## config.mk

```make
export PLATFORM = sky130hd
export DESIGN_NAME = gather_req_arbiter_flat
export DESIGN_NICKNAME = d
export VERILOG_FILES = /design/src/rtl/gather_req_arbiter_if.sv /design/src/rtl/gather_req_arbiter.sv /design/src/flat_wrapper.sv
export SDC_FILE = /design/constraint.sdc
export NUM_CORES = 1
export LEC_CHECK = 0
export ABC_AREA = 1
export CORE_AREA = 5 5 257 259
export CTS_CLUSTER_DIAMETER = 120
export DETAILED_ROUTE_END_ITERATION = 6
export DIE_AREA = 0 0 262 264
export PLACE_DENSITY = 0.45
export SLEW_MARGIN = 10
export SYNTH_ARGS = -nofsm -noshare
export SYNTH_HDL_FRONTEND = slang
export SYNTH_SLANG_ARGS = --single-unit
```

## constraint.sdc

```tcl
create_clock -name clk -period 2.74 [get_ports clk]
set_input_delay 0.685 -clock clk [delete_from_list [all_inputs] [get_ports clk]]
set_output_delay 0.685 -clock clk [all_outputs]
set_load 0.005 [all_outputs]
```

## src/rtl/gather_req_arbiter_if.sv

```systemverilog
// Handshake bundle between four gather requesters, the arbiter and the DMA read engine.
// master drives requests and DMA responses; slave is the arbiter itself.
interface gather_req_arbiter_if #(
  parameter int ENTRY_WIDTH = 128,
  parameter int NUM_REQ     = 4
);
  logic [NUM_REQ-1:0]             req_valid;
  logic [NUM_REQ*ENTRY_WIDTH-1:0] req_data;
  logic [NUM_REQ-1:0]             req_last;
  logic [NUM_REQ-1:0]             req_ready;
  logic                           dma_rd_valid;
  logic [ENTRY_WIDTH-1:0]         dma_rd_data;
  logic [1:0]                     dma_rd_src;
  logic                           dma_rd_ready;
  logic                           dma_rd_done;
  logic [3:0]                     outstanding_cnt;

  modport master (
    output req_valid, req_data, req_last, dma_rd_ready, dma_rd_done,
    input  req_ready, dma_rd_valid, dma_rd_data, dma_rd_src, outstanding_cnt
  );

  modport slave (
    input  req_valid, req_data, req_last, dma_rd_ready, dma_rd_done,
    output req_ready, dma_rd_valid, dma_rd_data, dma_rd_src, outstanding_cnt
  );
endinterface

```

## src/rtl/gather_req_arbiter.sv

```systemverilog
// Round-robin arbiter feeding gather entries from four requesters into a credit-limited
// DMA read port; a grant stays locked on one requester until its last piece is accepted.
module gather_req_lane (
  input  logic        valid,
  input  logic        sel,
  input  logic        in_grant,
  input  logic        can_accept,
  input  logic [31:0] size,
  output logic        ready,
  output logic        fire,
  output logic        size_nz
);
  assign ready   = in_grant & sel & can_accept;
  assign fire    = ready & valid;
  assign size_nz = |size;
endmodule

module gather_req_arbiter #(
  parameter int ENTRY_WIDTH     = 128,
  parameter int MAX_OUTSTANDING = 8
) (
  input logic                 clk,
  input logic                 rst_n,
  gather_req_arbiter_if.slave bus
);
  localparam int NUM_REQ = 4;
  localparam int SZ_LSB  = 64;

  typedef enum logic {IDLE_s, GRANT_s} state_t;

  state_t     state, state_nxt;
  logic [1:0] grant, grant_nxt;
  logic [1:0] rr_ptr, rr_nxt;
  logic [1:0] pick;

  logic                   rd_valid;
  logic [ENTRY_WIDTH-1:0] rd_data;
  logic [1:0]             rd_src;
  logic [3:0]             cnt;

  logic [NUM_REQ-1:0][ENTRY_WIDTH-1:0] entry_v;
  logic [NUM_REQ-1:0] ready_v, fire_v, size_nz_v;

  logic [4:0] inflight;
  logic       credit, can_accept, in_grant, out_xfer;
  logic       acc, acc_last, acc_load, dec;

  // The entry sitting in the output register already holds a credit.
  assign inflight   = {1'b0, cnt} + {4'b0, rd_valid};
  assign credit     = inflight < 5'(MAX_OUTSTANDING);
  assign can_accept = credit & (~rd_valid | bus.dma_rd_ready);
  assign in_grant   = (state == GRANT_s);
  assign out_xfer   = rd_valid & bus.dma_rd_ready;

  for (genvar g = 0; g < NUM_REQ; g++) begin : g_lane
    assign entry_v[g] = bus.req_data[g*ENTRY_WIDTH +: ENTRY_WIDTH];
    gather_req_lane u_lane (
      .valid      (bus.req_valid[g]),
      .sel        (grant == 2'(g)),
      .in_grant   (in_grant),
      .can_accept (can_accept),
      .size       (entry_v[g][SZ_LSB +: 32]),
      .ready      (ready_v[g]),
      .fire       (fire_v[g]),
      .size_nz    (size_nz_v[g])
    );
  end

  assign acc      = |fire_v;
  assign acc_last = bus.req_last[grant];
  assign acc_load = acc & size_nz_v[grant];

  always_comb begin
    logic       found;
    logic [1:0] idx;
    pick  = rr_ptr;
    found = 1'b0;
    for (int k = 0; k < NUM_REQ; k++) begin
      idx = rr_ptr + 2'(k);
      if (!found && bus.req_valid[idx]) begin
        pick  = idx;
        found = 1'b1;
      end
    end
  end

  always_comb begin
    state_nxt = state;
    grant_nxt = grant;
    rr_nxt    = rr_ptr;
    case (state)
      IDLE_s: begin
        if (|bus.req_valid && credit) begin
          grant_nxt = pick;
          state_nxt = GRANT_s;
        end
      end
      GRANT_s: begin
        if (acc && acc_last) begin
          state_nxt = IDLE_s;
          rr_nxt    = grant + 2'd1;
        end
      end
      default: state_nxt = IDLE_s;
    endcase
  end

  always_ff @(posedge clk or negedge rst_n) begin
    if (!rst_n) begin
      state  <= IDLE_s;
      grant  <= 2'd0;
      rr_ptr <= 2'd0;
    end else begin
      state  <= state_nxt;
      grant  <= grant_nxt;
      rr_ptr <= rr_nxt;
    end
  end

  // Zero-size pieces complete the handshake but never reach the DMA port.
  always_ff @(posedge clk or negedge rst_n) begin
    if (!rst_n) begin
      rd_valid <= 1'b0;
      rd_data  <= '0;
      rd_src   <= 2'd0;
    end else if (acc_load) begin
      rd_valid <= 1'b1;
      rd_data  <= entry_v[grant];
      rd_src   <= grant;
    end else if (out_xfer) begin
      rd_valid <= 1'b0;
    end
  end

  assign dec = bus.dma_rd_done & (cnt != 4'd0);

  always_ff @(posedge clk or negedge rst_n) begin
    if (!rst_n) begin
      cnt <= 4'd0;
    end else begin
      case ({out_xfer, dec})
        2'b10:   cnt <= cnt + 4'd1;
        2'b01:   cnt <= cnt - 4'd1;
        default: cnt <= cnt;
      endcase
    end
  end

  assign bus.req_ready       = ready_v;
  assign bus.dma_rd_valid    = rd_valid;
  assign bus.dma_rd_data     = rd_data;
  assign bus.dma_rd_src      = rd_src;
  assign bus.outstanding_cnt = cnt;
endmodule

```

## src/flat_wrapper.sv

```systemverilog
// flat-port wrapper written by rule: the top's interface ports become plain ports
module gather_req_arbiter_flat 
#(
  parameter int ENTRY_WIDTH     = 128,
  parameter int MAX_OUTSTANDING = 8
)
  (clk, rst_n, bus_req_valid, bus_req_data, bus_req_last, bus_dma_rd_ready, bus_dma_rd_done, bus_req_ready, bus_dma_rd_valid, bus_dma_rd_data, bus_dma_rd_src, bus_outstanding_cnt);
  gather_req_arbiter_if #(.ENTRY_WIDTH(ENTRY_WIDTH)) bus_i ();
  input logic clk;
  input logic rst_n;
  input wire logic [$bits(bus_i.req_valid)-1:0] bus_req_valid;
  input wire logic [$bits(bus_i.req_data)-1:0] bus_req_data;
  input wire logic [$bits(bus_i.req_last)-1:0] bus_req_last;
  input wire logic [$bits(bus_i.dma_rd_ready)-1:0] bus_dma_rd_ready;
  input wire logic [$bits(bus_i.dma_rd_done)-1:0] bus_dma_rd_done;
  output wire logic [$bits(bus_i.req_ready)-1:0] bus_req_ready;
  output wire logic [$bits(bus_i.dma_rd_valid)-1:0] bus_dma_rd_valid;
  output wire logic [$bits(bus_i.dma_rd_data)-1:0] bus_dma_rd_data;
  output wire logic [$bits(bus_i.dma_rd_src)-1:0] bus_dma_rd_src;
  output wire logic [$bits(bus_i.outstanding_cnt)-1:0] bus_outstanding_cnt;
  assign bus_i.req_valid = bus_req_valid;
  assign bus_i.req_data = bus_req_data;
  assign bus_i.req_last = bus_req_last;
  assign bus_i.dma_rd_ready = bus_dma_rd_ready;
  assign bus_i.dma_rd_done = bus_dma_rd_done;
  assign bus_req_ready = bus_i.req_ready;
  assign bus_dma_rd_valid = bus_i.dma_rd_valid;
  assign bus_dma_rd_data = bus_i.dma_rd_data;
  assign bus_dma_rd_src = bus_i.dma_rd_src;
  assign bus_outstanding_cnt = bus_i.outstanding_cnt;
  gather_req_arbiter #(.ENTRY_WIDTH(ENTRY_WIDTH), .MAX_OUTSTANDING(MAX_OUTSTANDING)) u_core (.clk(clk), .rst_n(rst_n), .bus(bus_i));
endmodule
```

==> summary.md <==
| Metric | Value |
|---|---|
| P&R area growth vs syn | `83.6%` |
| Standard-cell rows | `between 90 and 100` |
| Max Buffers Root-to-Sink | `2` |
| Initial Util | `0.160` |
| Vias in the first global route | `14034` |
| CTS tree | `done` |
| NumNets Final | `~2700` |
| RSZ-0062 raised after global routing | `false` |
| Setup Slack @ Placement | `-82.0 ps` |
| Reg2Reg Depth | `13` |
| Synth Area in Simple Gates | `0.346` |
| Clock transition at the registers of the reported paths | `approximately 60 ps` |
| Slew Limit Headroom | `0.357` |
| TritonRoute pass-1 iters | `5` |
| Design Power | `16.6 mW` |
| Final ANT Viol Nets | `0` |
| Post-Syn Area | `10200 sq um` |
| Clk root buf | `clkbuf_16` |
| H-tree levels | `4` |
| Total GRT Usage | `0.166` |
| Leak pwr | `7.85 nW` |
| Post-route DRC violation count | `0` |
| Critical path launch point type | `input pin` |
| Worst-Margin Slew | `between 900 and 1000 ps` |
| Compound-Gate Fraction of Synth Area | `0.215` |
| Comb pwr share | `0.627` |
| Sequential Power Share | `0.224` |
| Metal2 WL | `between 20 and 30 mm` |
| Max Slew Vio Count | `0` |
| Switching share of power | `0.446` |
| Cell depth of the worst setup path | `7` |
| Total Neg Setup Slack | `0 ps` |
| Top sig layer | `met5` |
| Total internal power | `between 9 and 10 mW` |
| Worst IR Drop VDD | `between 500 and 600 uV` |
| Tcrit/Tclk final | `0.951` |
| CP Cell Sequence | `clkdlybuf4s50_1 > inv_1 > nand2_2 > buf_4 > nand4_1 > inv_1 > dlygate4sd2_1` |
| CP dominant cell by count | `inv_1` |
| PnR worst setup slack | `about 130 ps` |
| Most frequent cells in the layout | `clkdlybuf4s50_1, nand2_1, nor2_1` |
| DR vias | `13731` |
| Peak per-stage delay on the critical path | `slightly below 500 ps` |
| Hold crit path type | `flip-flop to flip-flop` |
| # fillers | `slightly below 7000` |
| Clock group share of total power | `0.149` |
| DP Cell Count | `about 3000` |
| First-pass GRT wire length | `88.2 mm` |
| Maximum fanout along the worst path | `4` |
| Register bit count reported by yosys | `140` |
| DR iter-0 viols | `854` |
| Core Area | `between 60000 and 70000 sq um` |
| Slowest cell on the critical path | `clkdlybuf4s50_1` |
| Critical path buffers and inverters | `5` |
| Adder-cell share of the synthesized area | `0.0106` |
| Switching Power | `7.40 mW` |
| Hold Vio Cnt, Final | `0` |
| Largest family of logic cells by synthesized area | `simple AND/OR/NAND/NOR gates` |
| GRT overflow | `0` |
| Run status | `completed` |
| Total CTS buffers | `17` |
| Commonest non-fill, non-tap cell in the layout | `clkdlybuf4s50_1` |
| # setup viols final | `0` |
| Critical Path AT | `around 1900 ps` |
| Synth area leaders | `dfrtp_1, o21ai_0, nand2_1` |
| Max_cap viols | `0` |
| Non-filler instance count after layout | `approximately 3100` |
| DP HPWL | `roughly 47 mm` |
| Avg Cell Area, Syn | `6.43 sq um` |
| Clk_lat worst skew | `approximately 470 ps` |
| CP top delay family | `buffers and inverters` |
| Crit path time final | `2610 ps` |
| Critical Path End Type | `output pin` |
| Critical path required time | `approximately 2100 ps` |
| PortBufs | `around 660` |
| Total power per unit cell area | `888 nW/um^2` |
| Wire length on met1 | `between 20 and 25 mm` |
| GP Congestion | `~0.9` |
| Routed vias/inst | `around 4.5` |
| Final WL | `around 61 mm` |
| Layout cells sized above 1 | `0.0493` |
| Synth Area in XOR/XNOR | `0.00431` |
| Largest net degree at the start of global routing | `between 150 and 200` |
| Hold Path Cell Cnt | `2` |
| Post-synthesis sequential area ratio | `0.344` |
| Chip Width | `between 200 and 300 um` |
| Die Y | `approximately 260 um` |
| Die Footprint | `around 70000 sq um` |
| Area fraction of the dominant cell type after synthesis | `0.344` |
| Io pins | `between 600 and 700` |
| CTS Sinks | `140` |
| Post-synth top area cell | `dfrtp_1` |
| Multiplexer area fraction after synthesis | `0` |
| Fmax | `around 380 MHz` |
| Initial antenna violation count | `9` |
| Synth cell types | `29` |
| Clock Skew | `approximately 20 ps` |
| Post-synth net total | `roughly 2100` |
| Routed wl met3 | `~5.3 mm` |
| Critical path class | `input pin to output pin` |
| Post-synthesis cell count | `approximately 1600` |
| Wire per inst | `20.0 um` |
| Synth warn | `0` |
==> synth_stat cells <==
master / count
nand2_1: 337
nor2_1: 324
o21ai_0: 267
dfrtp_1: 140
nand4_1: 137
o22ai_1: 118
clkbuf_1: 86
inv_1: 44
buf_2: 42
nand3_1: 18
a21oi_1: 16
buf_1: 13
ha_1: 7
buf_4: 6
nand2_2: 3
or2_1: 3
xor2_1: 3
and2_0: 2
nand3b_1: 2
nor3_1: 2
o32ai_1: 2
xnor2_1: 2
a211oi_1: 1
a21boi_0: 1
buf_6: 1
fa_1: 1
inv_4: 1
nand3_2: 1
nor2_2: 1
==> logic make-up after synthesis <==
family          after synthesis
buf+inv                     193
compound gates              405
simple gates                830
flops                       140
xor+xnor                      5
fa+ha+maj                     8
==> repair_timing <==
item / in CTS / in global routing
resized for setup: 7 / 2
hold buffers: 1 / 0
buffers inserted: 5 / 2
endpoints found under the hold margin: 5 / 0
endpoints found under the setup margin: 4 / 1
pin swaps: 2 / 0
==> flip-flops by register name, summed over array words and instances (netlist names) <==
name and count:
u_core.bus.dma_rd_data 128, u_core.bus.outstanding_cnt 4, u_core.bus.dma_rd_src 2, u_core.grant 2
u_core.rr_ptr 2, u_core.bus.dma_rd_valid 1, u_core.in_grant 1
==> power by group through the flow <==
stage	sequential, mW	combinational [mW]	clock [mW]
floorplan	3.69	5.00	0
global placement	3.72	10.4	0
CTS	3.72	10.6	2.57
detailed placement	3.74	10.4	0
global route	3.84	11.5	2.63
finish	3.72	10.4	2.46
==> routing by layer <==
metal  vias up  GRT usage
met2       583      0.274
met3        81     0.0514
met1      6427      0.203
met5         -          0
li1       6636          -
met4         4     0.0647
==> final cells by class <==
class | count | area, sq um | share of cell area
timing repair buffer | 727 | 7390 | 0.396
multi-input combinational | 1248 | 5910 | 0.316
sequential | 140 | 3510 | 0.188
tap | 855 | 1070 | 0.0573
clock buffer | 19 | 443 | 0.0237
inverter | 45 | 179 | 0.00958
clock inverter | 13 | 156 | 0.00838
antenna | 7 | 17.5 | 0.000938
==> path summary, 6_finish.rpt <==
kind | startpoint | endpoint | slack (ps)
worst min register to register | u_core.bus.dma_rd_src[1] | u_core.bus.dma_rd_src[1] | 470
max in group asynchronous | rst_n | u_core.bus.dma_rd_data[7] | 1470
worst max register to register | u_core.grant[0] | u_core.bus.dma_rd_data[108] | 370
min in group asynchronous | rst_n | u_core.bus.dma_rd_data[52] | 570
worst min-delay path | u_core.bus.dma_rd_src[1] | u_core.bus.dma_rd_src[1] | 470
worst max-delay path | bus_dma_rd_ready | bus_req_ready[0] | 130
==> worst reg2reg max path, cell delays in order (launching register included) <==
cell,delay [ps]
dfrtp_4,510
buf_8,130
buf_4,160
nor2_1,170
nand3_1,100
nor2_1,200
buf_4,140
nand3_1,50
nand2_1,100
nand2_4,80
buf_4,210
buf_12,180
nand4_1,170
nand2_1,60
==> through the flow <==
step	util	hold slack [ps]	area (sq um)
after floorplan	-	389	10200
after global placement	0.282	458	18000
after detailed placement	0.282	460	18000
after CTS	0.293	477	18600
after global routing	0.293	491	18700
final	0.293	471	18700
(Power assumes the default switching activity.)
